File: src/rtl/hazard_unit_pkg.sv
// hazard_unit_pkg: forwarding select codes and pipeline stage record types
package hazard_unit_pkg;
    localparam int REG_AW = 5;
    localparam logic [1:0] FWD_SEL_RF  = 2'b00;
    localparam logic [1:0] FWD_SEL_WB  = 2'b01;
    localparam logic [1:0] FWD_SEL_MEM = 2'b10;
    typedef struct packed {
        logic              valid;
        logic [REG_AW-1:0] rd;
        logic              we;
        logic              mem_rd;
    } stage_rec_t;
    typedef struct packed {
        logic              valid;
        logic [REG_AW-1:0] rd;
        logic              we;
        logic              mem_rd;
        logic [REG_AW-1:0] rs1;
        logic [REG_AW-1:0] rs2;
    } ex_rec_t;
    function automatic logic qualifies(input stage_rec_t r);
        return r.valid && r.we && (r.rd != '0);
    endfunction
endpackage

File: src/rtl/hazard_unit_fwd_sel.sv
// fwd_sel: picks the youngest qualifying producer (MEM over WB) for one EX operand
module fwd_sel
    import hazard_unit_pkg::*;
(
    input  stage_rec_t        mem_rec,
    input  stage_rec_t        wb_rec,
    input  logic [REG_AW-1:0] rs,
    output logic [1:0]        sel
);
    always_comb begin
        sel = (qualifies(mem_rec) && mem_rec.rd == rs) ? FWD_SEL_MEM :
              (qualifies(wb_rec) && wb_rec.rd == rs)   ? FWD_SEL_WB  : FWD_SEL_RF;
    end
endmodule

File: src/rtl/hazard_unit.sv
// hazard_unit: shadow EX/MEM/WB records driving forwarding selects, load-use stalls and branch flushes
module hazard_unit
    import hazard_unit_pkg::*;
(
    input  logic              clk,
    input  logic              rst_n,
    input  logic [REG_AW-1:0] id_rs1_addr,
    input  logic [REG_AW-1:0] id_rs2_addr,
    input  logic              id_rs1_used,
    input  logic              id_rs2_used,
    input  logic [REG_AW-1:0] id_rd_addr,
    input  logic              id_reg_we,
    input  logic              id_mem_rd,
    input  logic              ex_branch_taken,
    output logic [1:0]        fwd_a_sel,
    output logic [1:0]        fwd_b_sel,
    output logic              stall_if,
    output logic              stall_id,
    output logic              flush_id,
    output logic              flush_ex
);
    ex_rec_t    ex_q, ex_d;
    stage_rec_t mem_q, mem_d, wb_q, wb_d;
    logic [1:0] sel_a, sel_b;
    logic       load_use;

    fwd_sel u_fwd_a (.mem_rec(mem_q), .wb_rec(wb_q), .rs(ex_q.rs1), .sel(sel_a));
    fwd_sel u_fwd_b (.mem_rec(mem_q), .wb_rec(wb_q), .rs(ex_q.rs2), .sel(sel_b));

    // A taken branch discards the stalled consumer, so it overrides load-use
    always_comb begin
        load_use  = ex_q.valid && ex_q.mem_rd && (ex_q.rd != '0) &&
                    ((id_rs1_used && ex_q.rd == id_rs1_addr) ||
                     (id_rs2_used && ex_q.rd == id_rs2_addr));
        fwd_a_sel = rst_n ? sel_a : FWD_SEL_RF;
        fwd_b_sel = rst_n ? sel_b : FWD_SEL_RF;
        stall_if  = rst_n && load_use && !ex_branch_taken;
        stall_id  = stall_if;
        flush_id  = rst_n && ex_branch_taken;
        flush_ex  = rst_n && (ex_branch_taken || load_use);
        ex_d      = flush_ex ? '0 : '{valid: 1'b1, rd: id_rd_addr, we: id_reg_we,
                                      mem_rd: id_mem_rd, rs1: id_rs1_addr, rs2: id_rs2_addr};
        mem_d     = '{valid: ex_q.valid, rd: ex_q.rd, we: ex_q.we, mem_rd: ex_q.mem_rd};
        wb_d      = mem_q;
    end

    always_ff @(posedge clk) begin
        if (!rst_n) begin
            ex_q  <= '0;
            mem_q <= '0;
            wb_q  <= '0;
        end else begin
            ex_q  <= ex_d;
            mem_q <= mem_d;
            wb_q  <= wb_d;
        end
    end
endmodule

File: config.mk
export PLATFORM = sky130hd
export DESIGN_NAME = hazard_unit
export DESIGN_NICKNAME = d
export VERILOG_FILES = /design/src/rtl/hazard_unit_pkg.sv /design/src/rtl/hazard_unit_fwd_sel.sv /design/src/rtl/hazard_unit.sv
export SDC_FILE = /design/constraint.sdc
export NUM_CORES = 1
export LEC_CHECK = 0
export ABC_AREA = 1
export BUFFER_PORTS_ARGS = -buffer_cell sky130_fd_sc_hd__buf_2
export CORE_ASPECT_RATIO = 0.6
export CORE_MARGIN = 1.5
export CORE_UTILIZATION = 38
export CTS_CLUSTER_SIZE = 20
export DETAILED_ROUTE_END_ITERATION = 10
export GPL_TIMING_DRIVEN = 1
export PLACE_DENSITY_LB_ADDON = 0.12
export RECOVER_POWER = 25
export SLEW_MARGIN = 30
export SYNTH_ARGS = -nofsm -noshare
export SYNTH_HDL_FRONTEND = slang
export SYNTH_SLANG_ARGS = --single-unit
File: constraint.sdc
create_clock -name clk -period 1.9 [get_ports clk]
set_clock_uncertainty 0.1 [all_clocks]
set_input_delay 0.19 -clock clk [delete_from_list [all_inputs] [get_ports clk]]
set_output_delay 0.19 -clock clk [all_outputs]
set_load 0.01 [all_outputs]
==> impl_metrics.ini <==
[run_status]
outcome = finished clean

[yosys]
synth-seq-cells = 32
yosysWarnings = 0
syn_area_sq_mm = 0.00145
yosys.area.top_type_share_pct = 44.2
synth.distinct_cells = 21
yosysMostFrequentCell = nand2_1
async_flop_share_pct = 0
yosysSeqAreaShare_pct = 44.2
synth_area_leaders = dfxtp_1, nand2_1, inv_1
synth_common_cells = nand2_1, inv_1, nor2_1
avgSynthCellArea_sq_um = 6.94
ys.flop_type = dfxtp_1
syn_inst = 209
syn_nets = 231
synth_top_cell_by_area = dfxtp_1
synth_edf_count = 0

[clock_tree]
cts_sinks = 32
cts-root-buf = clkbuf_8
clockBufferDepth = 2
tritoncts = yes
clock_latency_ps = 270
cts_buffers = 5
clkTransAtPathRegs_ps = 70
htree_levels = 2

[placed_design]
dp_slack_ps = 363
finalWeightedCongestion = 0.855
place_inst = 282
io_buffer_count = 29
dp_hpwl_mm = 2.35

[global_route]
grt_pass1_wl_mm = 4.88
grt_pass1_vias = 1009
track_usage_pct = 16.1
busiest_layer = met1
use_met2_pct = 21.3
grt_util_met1_pct = 25.9
antenna_found_initial = 0
grt_max_degree = 19
use_met3_pct = 4.82
grt-ovfl-total = 0

[setup_path]
cpLargestDelayFamily = simple AND/OR/NAND/NOR gates
critical_path.max_stage_delay_ps = 370
r2r_cells = 9
rr_startpoint = ex_q[14]
r2r-end = ex_q[2]
critPathCaptureType = output pin
critical_path.max_fanout = 4
critPathLaunch = ex_q[14]
critPathCapture = stall_if
criticalPathCategory = flop to output pin
rrSetupSlack_ps = 460
crit_chain = inv_1 > nand2_1 > nand2_1 > nor2_1 > nand3_1 > nand2_2 > nand2_2 > nor2_2 > buf_2
path_depth = 9
crit_buf_inv = 2
cp.required_ps = 1610
critPathSlowestCell = dfxtp_1
critical_path.startpoint_type = flop
arrival_ps = 1460

[flow_run]
maxCapViolations = 0

[routing]
routed_wl_mm = 2.94
dr_total_vias = 1198
drt_iter0_drc = 68
via_per_inst = 4.13
wl_per_cell_microns = 10.1
dr.pass1.iters = 4
antenna_left = 0
drc_errors = 0

[worst_hold_path]
holdCritStartpoint = id_rd_addr[3]
hp-class = primary input to flop

[sta]
rsz0062_at_grt = false
holdWs_ps = 17.4
period_needed_ps = 1750
final.period_utilization_pct = 92.0
slew_violations = 0
setup_viol = 0
hold_viol = 0
fmax_mhz = 572
finalWorstSetupSlack_ps = 151
slew_headroom_pct = 83.6
finalSetupTns_ps = 0
worstMarginPinSlew_ps = 244

[die]
fp-row-count = 17
dieHeight_microns = 50.9
fp.dieW_microns = 82.8
ioPinCount = 30
coreArea_sq_mm = 0.00366
die-area_sq_mm = 0.00421
start_util_pct = 39.6

[finish]
fin_nets = 264
diodes = 0
finalNonFillerCells = 290
syn_to_final_growth_pct = 22.0
drive_gt1_share_pct = 19.8

[power_and_ir_drop]
powerDensity_mw_per_mm2 = 877
ir_drop_uv = 465
leakagePower_nw = 1.02
-- kinds of logic (layout without fill, tap and decap cells) --
kind of cell	Yosys count	in the layout	synth area share, %
AO/OA/AOI/OAI	5	5	1.90
XOR/XNOR	17	17	10.3
buffers and inverters	49	83	13.5
flip-flops	32	32	44.2
AND/OR/NAND/NOR	106	106	30.1
-- layout by cell type, fill, tap and decap left out, types with 2 or more instances in the layout --
cell type	n
dfxtp_1	29
clkbuf_8	7
a21oi_1	3
nand2_2	2
nor3_1	3
xor2_1	2
nor2_1	33
inv_1	43
dfxtp_2	3
nor4_1	2
nand3_1	12
nand2_1	50
xnor2_1	15
inv_2	2
buf_2	29
-- power by group --
group / internal [W] / switching, W / total, W
Sequential: 0.000694 / 0.0000209 / 0.000715
Clock: 0.000462 / 0.000232 / 0.000695
Combinational: 0.0000625 / 0.0000787 / 0.000141
-- state kept, by name, summed over array words and instances, names as in the netlist --
name and cells:
ex_q 18, mem_q 7, wb_q 7
-- worst register-to-register path, cell delays in order, from the launching register on --
cell and delay [ps]:
dfxtp_1 370, inv_1 80, nand2_1 60, nand2_1 50, nor2_1 120, nand3_1 120
nand2_2 100, nand2_2 70, nand2_4 180, nor2_1 80
-- area by class of cell --
cell class,instances,area (sq um)
clock buffer,7,96.3
timing repair buffer,30,153
fill,424,1890
inverter,45,169
tap,47,58.8
sequential,32,644
multi-input combinational,128,618
clock inverter,1,30.0
-- worst min path at each step --
stage	endpoint	cells past startpoint	slack, ps
6_report	ex_q[15]	3	20
5_1_grt	ex_q[11]	3	10
4_1_cts	ex_q[14]	3	20
3_5_place_dp	mem_q[1]	2	300
3_3_place_gp	mem_q[1]	2	300
2_1_floorplan	ex_q[10]	2	200
-- layer usage --
metal	vias up	wire length, microns
li1	672	-
met1	487	1650
met2	37	1040
met3	2	234
met4	0	15
met5	-	0
-- what timing repair did --
item                       in CTS  in global routing
gates resized for setup         0                  5
setup endpoints to repair       0                  3
buffers inserted                0                  0
hold buffers                    0                  0
-- stage by stage --
stage | instance area (sq um) | util (%) | total power, W
after floorplan | 1450 | - | 0.000820
after global placement | 1630 | 44.7 | 0.000872
after detailed placement | 1630 | 44.7 | 0.000871
after CTS | 1760 | 48.1 | 0.00157
after global routing | 1770 | 48.4 | 0.00164
final | 1770 | 48.4 | 0.00155
Note: power is estimated with default switching activity, not from simulation.
